[config.mk]
export PLATFORM = sky130hd
export DESIGN_NAME = tube_event_sequencer
export DESIGN_NICKNAME = d
export VERILOG_FILES = /design/src/rtl/tube_seq_pkg.sv /design/src/rtl/tube_hit_tdc.sv /design/src/rtl/tube_event_sequencer.sv
export SDC_FILE = /design/constraint.sdc
export NUM_CORES = 1
export LEC_CHECK = 0
export CORE_MARGIN = 2
export CORE_UTILIZATION = 54
export DETAILED_ROUTE_END_ITERATION = 10
export PLACE_DENSITY = 0.72
export REMOVE_ABC_BUFFERS = 1
export SETUP_SLACK_MARGIN = 0.02
export SLEW_MARGIN = 20
export SYNTH_ARGS = -nofsm -noshare
export SYNTH_HDL_FRONTEND = slang
export SYNTH_SLANG_ARGS = --single-unit
[constraint.sdc]
create_clock -name clk50 -period 4.85 [get_ports clk50]
set_clock_uncertainty 0.2 [all_clocks]
set_input_delay 0.7275 -clock clk50 [delete_from_list [all_inputs] [get_ports clk50]]
set_output_delay 0.7275 -clock clk50 [all_outputs]
set_load 0.005 [all_outputs]
[src/rtl/tube_seq_pkg.sv]
// Shared types and constants for the drift-tube event readout sequencer.
// Contents: FSM state enum, trailer/header constants, "no hit" time helper,
// and the readout word width calculation.
package tube_seq_pkg;

  typedef enum logic [2:0] {
    S_IDLE    = 3'd0,
    S_HEADER  = 3'd1,
    S_CAPTURE = 3'd2,
    S_READOUT = 3'd3,
    S_TRAILER = 3'd4,
    S_DEAD    = 3'd5
  } seq_state_e;

  // Trailer is all ones at whatever the readout word width is; slice the low bits.
  localparam logic [255:0] TRAILER_WORD = '1;

  // Tag placed in the top byte of the optional per-event header word.
  localparam logic [7:0] HEADER_TAG = 8'hA5;

  // All-ones time value of width w (w in 1..31); reserved to mean "no hit".
  function automatic logic [31:0] no_hit(input int w);
    return ~(32'hFFFF_FFFF << w);
  endfunction

  function automatic int data_w(input int time_w, input int ch_id_w);
    return time_w + ch_id_w;
  endfunction

endpackage

[src/rtl/tube_hit_tdc.sv]
// Per-channel first-hit TDC: synchronises one async tube input, detects its
// rising edge and latches the shared window counter on the first edge while armed.
// Ports: clk50, rst_n (sync, active low), clr, arm, tcnt, tube (async), hit_time.
module tube_hit_tdc
  import tube_seq_pkg::*;
#(
  parameter int TIME_W = 8
) (
  input  logic              clk50,
  input  logic              rst_n,
  input  logic              clr,
  input  logic              arm,
  input  logic [TIME_W-1:0] tcnt,
  input  logic              tube,
  output logic [TIME_W-1:0] hit_time
);

  localparam logic [TIME_W-1:0] NO_HIT = TIME_W'(no_hit(TIME_W));

  logic              sync1_q, sync2_q, prev_q;
  logic [TIME_W-1:0] hit_q, hit_d;
  logic              rise;

  // Edge history runs continuously, so a tube already high when the window
  // opens produces no edge and records nothing.
  assign rise = sync2_q & ~prev_q;

  always_comb begin
    hit_d = hit_q;
    if (clr) begin
      hit_d = NO_HIT;
    end else if (arm && rise && (hit_q == NO_HIT)) begin
      hit_d = tcnt;
    end
  end

  always_ff @(posedge clk50) begin
    if (!rst_n) begin
      sync1_q <= 1'b0;
      sync2_q <= 1'b0;
      prev_q  <= 1'b0;
      hit_q   <= NO_HIT;
    end else begin
      sync1_q <= tube;
      sync2_q <= sync1_q;
      prev_q  <= sync2_q;
      hit_q   <= hit_d;
    end
  end

  assign hit_time = hit_q;

endmodule

[src/rtl/tube_event_sequencer.sv]
// Drift-tube event readout sequencer: a synchronised coincidence edge opens a
// capture window, then one {time, ch_id} word per channel and an all-ones
// trailer are written to the readout FIFO, stalling while fifo_full is high.
// Ports: clk50, rst_n (sync, active low), scin_coin, tube_in[NUM_CH] (async in);
//        fifo_din, fifo_wr_en (registered), busy, missed_trig (sticky), evt_count.
// Optional: define EVT_HEADER_EN to emit an {A5, evt_count[7:0]} header word
// before each event's capture window.
module tube_event_sequencer
  import tube_seq_pkg::*;
#(
  parameter int NUM_CH      = 32,
  parameter int TIME_W      = 8,
  parameter int CH_ID_W     = 8,
  parameter int WINDOW      = 254,
  parameter int DEAD_CYCLES = 11,
  localparam int DATA_W     = data_w(TIME_W, CH_ID_W)
) (
  input  logic              clk50,
  input  logic              rst_n,
  input  logic              scin_coin,
  input  logic [NUM_CH-1:0] tube_in,
  output logic [DATA_W-1:0] fifo_din,
  output logic              fifo_wr_en,
  input  logic              fifo_full,
  output logic              busy,
  output logic              missed_trig,
  output logic [15:0]       evt_count
);

  localparam int IDX_W  = (NUM_CH > 1) ? $clog2(NUM_CH) : 1;
  localparam int DCNT_W = (DEAD_CYCLES > 1) ? $clog2(DEAD_CYCLES) : 1;

  seq_state_e        state_q, state_d;
  logic [TIME_W-1:0] tcnt_q, tcnt_d;
  logic [IDX_W-1:0]  idx_q, idx_d;
  logic [DCNT_W-1:0] dcnt_q, dcnt_d;
  logic [DATA_W-1:0] din_q, din_d;
  logic              wr_q, wr_d;
  logic              missed_q, missed_d;
  logic [15:0]       evt_q, evt_d;

  logic trig_s1_q, trig_s2_q, trig_prev_q;
  logic trig_rise;

  logic [TIME_W-1:0] hit_time [NUM_CH];
  logic              tdc_clr, tdc_arm;

  assign trig_rise = trig_s2_q & ~trig_prev_q;
  assign tdc_clr   = (state_q == S_DEAD);
  assign tdc_arm   = (state_q == S_CAPTURE);

  for (genvar g = 0; g < NUM_CH; g++) begin : g_tdc
    tube_hit_tdc #(.TIME_W(TIME_W)) u_tdc (
      .clk50    (clk50),
      .rst_n    (rst_n),
      .clr      (tdc_clr),
      .arm      (tdc_arm),
      .tcnt     (tcnt_q),
      .tube     (tube_in[g]),
      .hit_time (hit_time[g])
    );
  end

`ifdef EVT_HEADER_EN
  logic [DATA_W-1:0] hdr_word;
  always_comb begin
    hdr_word                 = '0;
    hdr_word[DATA_W-1 -: 8]  = HEADER_TAG;
    hdr_word[7:0]            = evt_q[7:0];
  end
`endif

  always_comb begin
    state_d  = state_q;
    tcnt_d   = tcnt_q;
    idx_d    = idx_q;
    dcnt_d   = dcnt_q;
    din_d    = din_q;
    wr_d     = 1'b0;
    evt_d    = evt_q;
    // Any trigger edge outside IDLE is lost; remember that until reset.
    missed_d = missed_q | (trig_rise && (state_q != S_IDLE));

    case (state_q)
      S_IDLE: begin
        if (trig_rise) begin
`ifdef EVT_HEADER_EN
          state_d = S_HEADER;
`else
          state_d = S_CAPTURE;
          tcnt_d  = '0;
`endif
        end
      end
`ifdef EVT_HEADER_EN
      S_HEADER: begin
        if (!fifo_full) begin
          din_d   = hdr_word;
          wr_d    = 1'b1;
          state_d = S_CAPTURE;
          tcnt_d  = '0;
        end
      end
`endif
      S_CAPTURE: begin
        if (tcnt_q == TIME_W'(WINDOW - 1)) begin
          state_d = S_READOUT;
          idx_d   = '0;
        end else begin
          tcnt_d = tcnt_q + 1'b1;
        end
      end
      S_READOUT: begin
        if (!fifo_full) begin
          din_d = {hit_time[idx_q], CH_ID_W'(idx_q)};
          wr_d  = 1'b1;
          if (idx_q == IDX_W'(NUM_CH - 1)) begin
            state_d = S_TRAILER;
          end else begin
            idx_d = idx_q + 1'b1;
          end
        end
      end
      S_TRAILER: begin
        if (!fifo_full) begin
          din_d   = TRAILER_WORD[DATA_W-1:0];
          wr_d    = 1'b1;
          evt_d   = evt_q + 16'd1;
          state_d = S_DEAD;
          dcnt_d  = '0;
        end
      end
      S_DEAD: begin
        if (dcnt_q == DCNT_W'(DEAD_CYCLES - 1)) begin
          state_d = S_IDLE;
        end else begin
          dcnt_d = dcnt_q + 1'b1;
        end
      end
      default: begin
        state_d = S_IDLE;
      end
    endcase
  end

  always_ff @(posedge clk50) begin
    if (!rst_n) begin
      state_q     <= S_IDLE;
      tcnt_q      <= '0;
      idx_q       <= '0;
      dcnt_q      <= '0;
      din_q       <= '0;
      wr_q        <= 1'b0;
      missed_q    <= 1'b0;
      evt_q       <= '0;
      trig_s1_q   <= 1'b0;
      trig_s2_q   <= 1'b0;
      trig_prev_q <= 1'b0;
    end else begin
      state_q     <= state_d;
      tcnt_q      <= tcnt_d;
      idx_q       <= idx_d;
      dcnt_q      <= dcnt_d;
      din_q       <= din_d;
      wr_q        <= wr_d;
      missed_q    <= missed_d;
      evt_q       <= evt_d;
      trig_s1_q   <= scin_coin;
      trig_s2_q   <= trig_s1_q;
      trig_prev_q <= trig_s2_q;
    end
  end

  assign fifo_din    = din_q;
  assign fifo_wr_en  = wr_q;
  assign busy        = (state_q != S_IDLE);
  assign missed_trig = missed_q;
  assign evt_count   = evt_q;

endmodule

; After elaboration in Yosys (flattened, before gate mapping)
; Index checks and enable logic that the tools add are counted.
[classes]
add_sub_neg = 4
magnitude_cmp = 1
n_eq_ne = 48
mux = 24
n_bitwise = 70
n_reduce_logical = 80
[ops]
columns = operator, n
row1 = equality test 8 bit (second input constant), 33
row2 = logical AND 1 bit, 65
row3 = binary-select mux 8 bit (select 5 bit), 1
row4 = NOT 1 bit, 35
row5 = bitwise AND 1 bit, 33
row6 = two-way mux 16 bit, 2
row7 = two-way mux 8 bit, 4
row8 = case mux 16 bit (2 select lines), 1
row9 = two-way mux 3 bit, 6
row10 = inequality test 2 bit (second input constant), 9
row11 = adder 16 x 1 -> 16 bit (second input constant), 1
row12 = case mux 8 bit (2 select lines), 1
row13 = two-way mux 5 bit, 3
row14 = case mux 3 bit (5 select lines), 1
row15 = case mux 5 bit (2 select lines), 1
row16 = AND reduction 3 bit, 3
row17 = adder 8 x 1 -> 8 bit (second input constant), 1
row18 = two-way mux 4 bit, 2
row19 = case mux 4 bit (2 select lines), 1
row20 = nonzero test 2 bit, 4
row21 = equality test 3 x 2 -> 1 bit (second input constant), 2
row22 = equality test 3 bit (second input constant), 2
row23 = greater-or-equal comparator 6 bit (second input constant), 1
row24 = NOT 5 -> 6 bit, 1
row25 = 12 further kinds, 14
[word_totals]
regBits = 409
inputBits = 36
output_inout_bits = 35
word_cells = 366

; Logic depth before layout (Yosys ltp)
[logic_depth]
depth_word = 6
depth_mapped = 9
ltp_nobuf = 8

; Cells and area by module
; A second synthesis with hierarchy kept.
[hier_totals]
cells_unflattened = 1957
hier_area_um2 = 18291.3
[by_module_without_submodules]
columns = mod, n_inst, cells_each, area_each_um2, seq_area_each_um2
row1 = tube_hit_tdc, 32, 45, 424.2, 220.2
row2 = tube_event_sequencer, 1, 517, 4718.3, 1101.1

; Worst setup path before layout
; No wires, ideal clock.
[synth_path]
kind = input port to flip-flop
from = input fifo_full
to = register evt_q[14] (netlist: evt_count[14])
setup_ns = 0.115
arrival_time_ns = 2.112
required_time_ns = 4.535
slack_ns = 2.424
path_stages = 7
n_path_buf = 2
cell_sequence = clkbuf_1 -> nor4b_4 -> nand4_2 -> buf_6 -> nor4_4 -> xor2_1 -> and2_1
[synth_between]
elab_chain_len = 2
[synth_rtl]
columns = item, line
row1 = start: declaration, tube_event_sequencer.sv:24  ; input logic fifo_full,
row2 = NOT 1 bit (no source line), -
row3 = AND reduction 2 bit (no source line), -
row4 = end signal: assignment, tube_event_sequencer.sv:167  ; evt_q <= evt_d;
row5 = end: declaration, tube_event_sequencer.sv:40  ; logic [15:0] evt_q, evt_d;
; No other way between the ends.
; A chain may end at the register's enable or synchronous reset.

; Final worst setup path
[layout_path]
from = register idx_q[0]
to = register din_q[9] (netlist: fifo_din[9])
[layout_between]
elab_chain_len = 6
[layout_rtl]
columns = item, line
row1 = start: declaration, tube_event_sequencer.sv:35  ; logic [IDX_W-1:0] idx_q, idx_d;
row2 = start signal: assignment, tube_event_sequencer.sv:162  ; idx_q <= idx_d;
row3 = NOT 5 -> 6 bit (implied by the code), tube_event_sequencer.sv:115  ; din_d = {hit_time[idx_q], CH_ID_W'(idx_q)};
row4 = binary-select mux 8 bit (select 5 bit), tube_event_sequencer.sv:115
row5 = two-way mux 8 bit (implied by the code) (2 in series), tube_event_sequencer.sv:115
row6 = two-way mux 16 bit, tube_event_sequencer.sv:114  ; if (!fifo_full) begin
row7 = case mux 16 bit (2 select lines), tube_event_sequencer.sv:84  ; case (state_q)
row8 = end signal: assignment, tube_event_sequencer.sv:164  ; din_q <= din_d;
row9 = end: declaration, tube_event_sequencer.sv:37  ; logic [DATA_W-1:0] din_q, din_d;
; No other way between the ends. The select of a mux whose other input is x is not followed.

==> flow_metrics.env <==
export IMPL_slew_violations=0
export IMPL_row_count=62
export IMPL_reg2reg_from="idx_q[0]"
export IMPL_grt_antenna_before_repair=0
export IMPL_power_leakage_nw=6.70
export IMPL_synthToLayoutAreaGrowth_pct=14.1
export IMPL_pwr_density_cell_nw_per_um2=396
export IMPL_vdd_drop_max_v=0.000303
export IMPL_start_util=0.550
export IMPL_routedWlPerCell_um=17.2
export IMPL_tightest_slew_ns=1.06
export IMPL_cp_data_required_time_ns=5.06
export IMPL_post_place_ws_ns=1.47
export IMPL_cts_root_buf="clkbuf_16"
export IMPL_start_kind="flop"
export IMPL_cts_reportedPaths_clkPinSlew_ns=0.06
export IMPL_grt_pass1_vias=11500
export IMPL_place_hpwl_um=22500
export IMPL_r2r_setup_slack_ns=1.94
export IMPL_syn_avg_cell_area_um2=9.32
export IMPL_cts_resized_gates=0
export IMPL_synth_area_um2=15800
export IMPL_power_switching_mw=1.46
export IMPL_io_buffers=70
export IMPL_instances_no_fill=2095
export IMPL_postCtsSetupBuffers=0
export IMPL_path_max_fanout=56
export IMPL_yosysSeqAreaShare=0.515
export IMPL_r2r_end="fifo_din[9]"
export IMPL_fin_nets=1721
export IMPL_cts_inserted_buffers=42
export IMPL_drive_gt1_frac=0.0725
export IMPL_gp_congestion=0.850
export IMPL_cts_tree="built"
export IMPL_drt_iter0_markers=962
export IMPL_relSlewSlack=0.295
export IMPL_die_w_um=175
export IMPL_r2r_cells=5
export IMPL_critical_path_arrival_ns=3.12
export IMPL_nFillCells=2382
export IMPL_globalRouteOverflowTotal=0
export IMPL_clock_sinks=407
export IMPL_final_core_util=0.627
export IMPL_dpl_cell_area_um2=16500
export IMPL_ios=71
export IMPL_total_power_mw=7.14
export IMPL_fin_crit_ns=2.91
export IMPL_chipHeight_um=175
export IMPL_setup_viol=0
export IMPL_drc=0
export IMPL_internal_power_mw=5.68
export IMPL_crit_path_start="idx_q[0]"
export IMPL_drt_first_pass_iters=5
export IMPL_drv_cap=0
export IMPL_rsz0062_at_grt="no"
export IMPL_die_area_um2=30700
export IMPL_combPwrFrac=0.031
export IMPL_syn_inst=1698
export IMPL_synth_seq_cells=407
export IMPL_critPathKind="reg2reg"
export IMPL_switching_share=0.205
export IMPL_cts_hold_buf=0
export IMPL_worst_slack_ns=1.94
export IMPL_synthDistinctLibCells=55
export IMPL_finalHoldViolations=0
export IMPL_final_area_um2=18000
export IMPL_status="complete, no violations"
export IMPL_vias_per_cell=5.76
export IMPL_track_usage=0.234
export IMPL_htreeDepth=2
export IMPL_worstSetupEndpoint="fifo_din[9]"
export IMPL_grt_max_degree=108
export IMPL_antenna_cells=0
export IMPL_drt_wl_total_um=36000
export IMPL_pwr_share_seq=0.484
export IMPL_fmax_mhz=344
export IMPL_p_clk_frac=0.485
export IMPL_grt_pass1_wl_um=58900
export IMPL_worst_skew_pair_late_latency_ns=0.54
export IMPL_ys_warn_count=0
export IMPL_postRouteAntennaNets=0
export IMPL_hp_class="reg2reg"
export IMPL_dp_cells=2018
export IMPL_vias=12100
export IMPL_cp_end_kind="flop"
export IMPL_period_share=0.599
export IMPL_coreArea_um2=28800
export IMPL_cts_max_path_buffers=3
## cell families (layout without fill, tap and decap cells)
| kind of cell | count (synthesis) | after routing | share of synthesized area |
|---|---|---|---|
| AOI/OAI and AO/OA | 360 | 360 | 0.130 |
| xor gates and xnor gates | 24 | 24 | 0.0133 |
| adders and majority gates | 7 | 7 | 0.00554 |
| buffers and inverters | 155 | 168 | 0.0400 |
| DFF | 407 | 407 | 0.515 |
| muxes | 117 | 117 | 0.0931 |
| and+or+nand+nor | 628 | 628 | 0.203 |
## cell usage after synthesis (all sizes together)
cell,number,area (um^2)
nor2,34,130
and3,2,12.5
o41ai,10,95.1
nor2b,13,81.3
a31oi,1,6.26
nand4b,32,280
a2111oi,2,30.0
nand3b,2,15.0
o21ai,262,1310
dfxtp,407,8150
or2,1,6.26
or3b,2,17.5
a21boi,2,15.0
nor3b,2,15.0
mux2i,92,921
nand2b,10,62.6
and4,1,8.76
nand4,36,231
mux4,24,541
o21bai,1,7.51
inv,10,37.5
o311ai,1,16.3
or4,32,240
mux2,1,11.3
a22oi,40,300
xor2,12,105
nor3,7,35.0
a21oi,22,110
clkbuf,112,422
o221a,1,11.3
xnor2,12,105
o21a,2,15.0
o211a,4,40.0
ha,7,87.6
nor4b,1,23.8
or3,4,25.0
nand3,9,45.0
and2,117,732
a311oi,8,70.1
buf,33,174
nor4,3,48.8
nand2,320,1200
a211oi,4,30.0
## placed cells by master (no fill, tap or decap), types with 7 or more instances in the layout
cell               n
nand3_1            9
or4_1             32
a22oi_1           40
inv_1             10
buf_4             10
mux2i_1           92
nand2_1          320
o21ai_0          241
o41ai_1            9
nor3_1             7
a311oi_1           8
xnor2_1           12
clkbuf_1           9
clkdlybuf4s50_1   69
nand4b_1          32
nand2b_1          10
mux4_2            24
clkbuf_8           7
bufinv_16          7
xor2_1            12
a21oi_1           21
ha_1               7
clkbuf_16         45
nor2_1            33
nand4_1           35
o21ai_1           21
nor2b_1           13
and2_1           115
dfxtp_1          401
## worst max-delay path, cell delays in order, from the launching register on
cell and delay (ns):
dfxtp_4 1.04, buf_4 0.53, mux2i_1 0.29, a22oi_1 0.11, a311oi_1 0.49, o41ai_1 0.11
## power groups by stage
stage                     clock network, mW  logic (mW)  registers [mW]
after floorplan                           0       0.126            3.51
after global placement                    0       0.219            3.52
after detailed placement                  0       0.225            3.53
after CTS                              3.52       0.227            3.45
after global routing                   3.66       0.252            3.46
final                                  3.46       0.224            3.45
## routing by layer
metal,vias to the layer above,global-route usage,routed length (um)
li1,5844,-,-
met1,5784,0.326,16800
met2,348,0.372,16200
met3,82,0.0326,1970
met4,0,0.0799,1120
met5,-,0,0
## through the flow
stage / setup TNS (ns) / hold slack, ns
after global routing: 0 / 0.237
final: 0 / 0.221
after floorplan: -140.52 / 0.212
after detailed placement: 0 / 0.219
after CTS: 0 / 0.230
after global placement: 0 / 0.213
## state kept, by name, summed over array words and instances, names as in the netlist, 3 cells and up
signal	count
g_tdc.u_tdc.prev_q	32
state_q	3
g_tdc.u_tdc.sync2_q	32
tcnt_q	8
g_tdc.u_tdc.hit_time	256
g_tdc.u_tdc.sync1_q	32
evt_count	16
idx_q	5
dcnt_q	4
fifo_din	14
## worst min path at each step
stage	start	endpoint	slack (ns)	cells past startpoint
floorplan	g_tdc[0].u_tdc.sync1_q	g_tdc[0].u_tdc.sync2_q	0.21	1
global placement	g_tdc[5].u_tdc.sync1_q	g_tdc[5].u_tdc.sync2_q	0.21	1
detailed placement	g_tdc[15].u_tdc.sync1_q	g_tdc[15].u_tdc.sync2_q	0.22	1
CTS	g_tdc[2].u_tdc.sync1_q	g_tdc[2].u_tdc.sync2_q	0.23	1
global route	g_tdc[15].u_tdc.sync1_q	g_tdc[15].u_tdc.sync2_q	0.24	1
finish	g_tdc[2].u_tdc.sync1_q	g_tdc[2].u_tdc.sync2_q	0.22	1
## layout make-up
| class | count | area, um^2 | area share |
|---|---|---|---|
| clock buffers | 61 | 1260 | 0.0696 |
| well taps | 384 | 480 | 0.0266 |
| clock inverters | 16 | 263 | 0.0146 |
| multi-input cells | 1136 | 7050 | 0.390 |
| inverters | 10 | 37.5 | 0.00208 |
| flip-flops and latches | 407 | 8160 | 0.452 |
| repair buffers | 81 | 806 | 0.0446 |
Note: power is estimated with default switching activity, not from simulation.
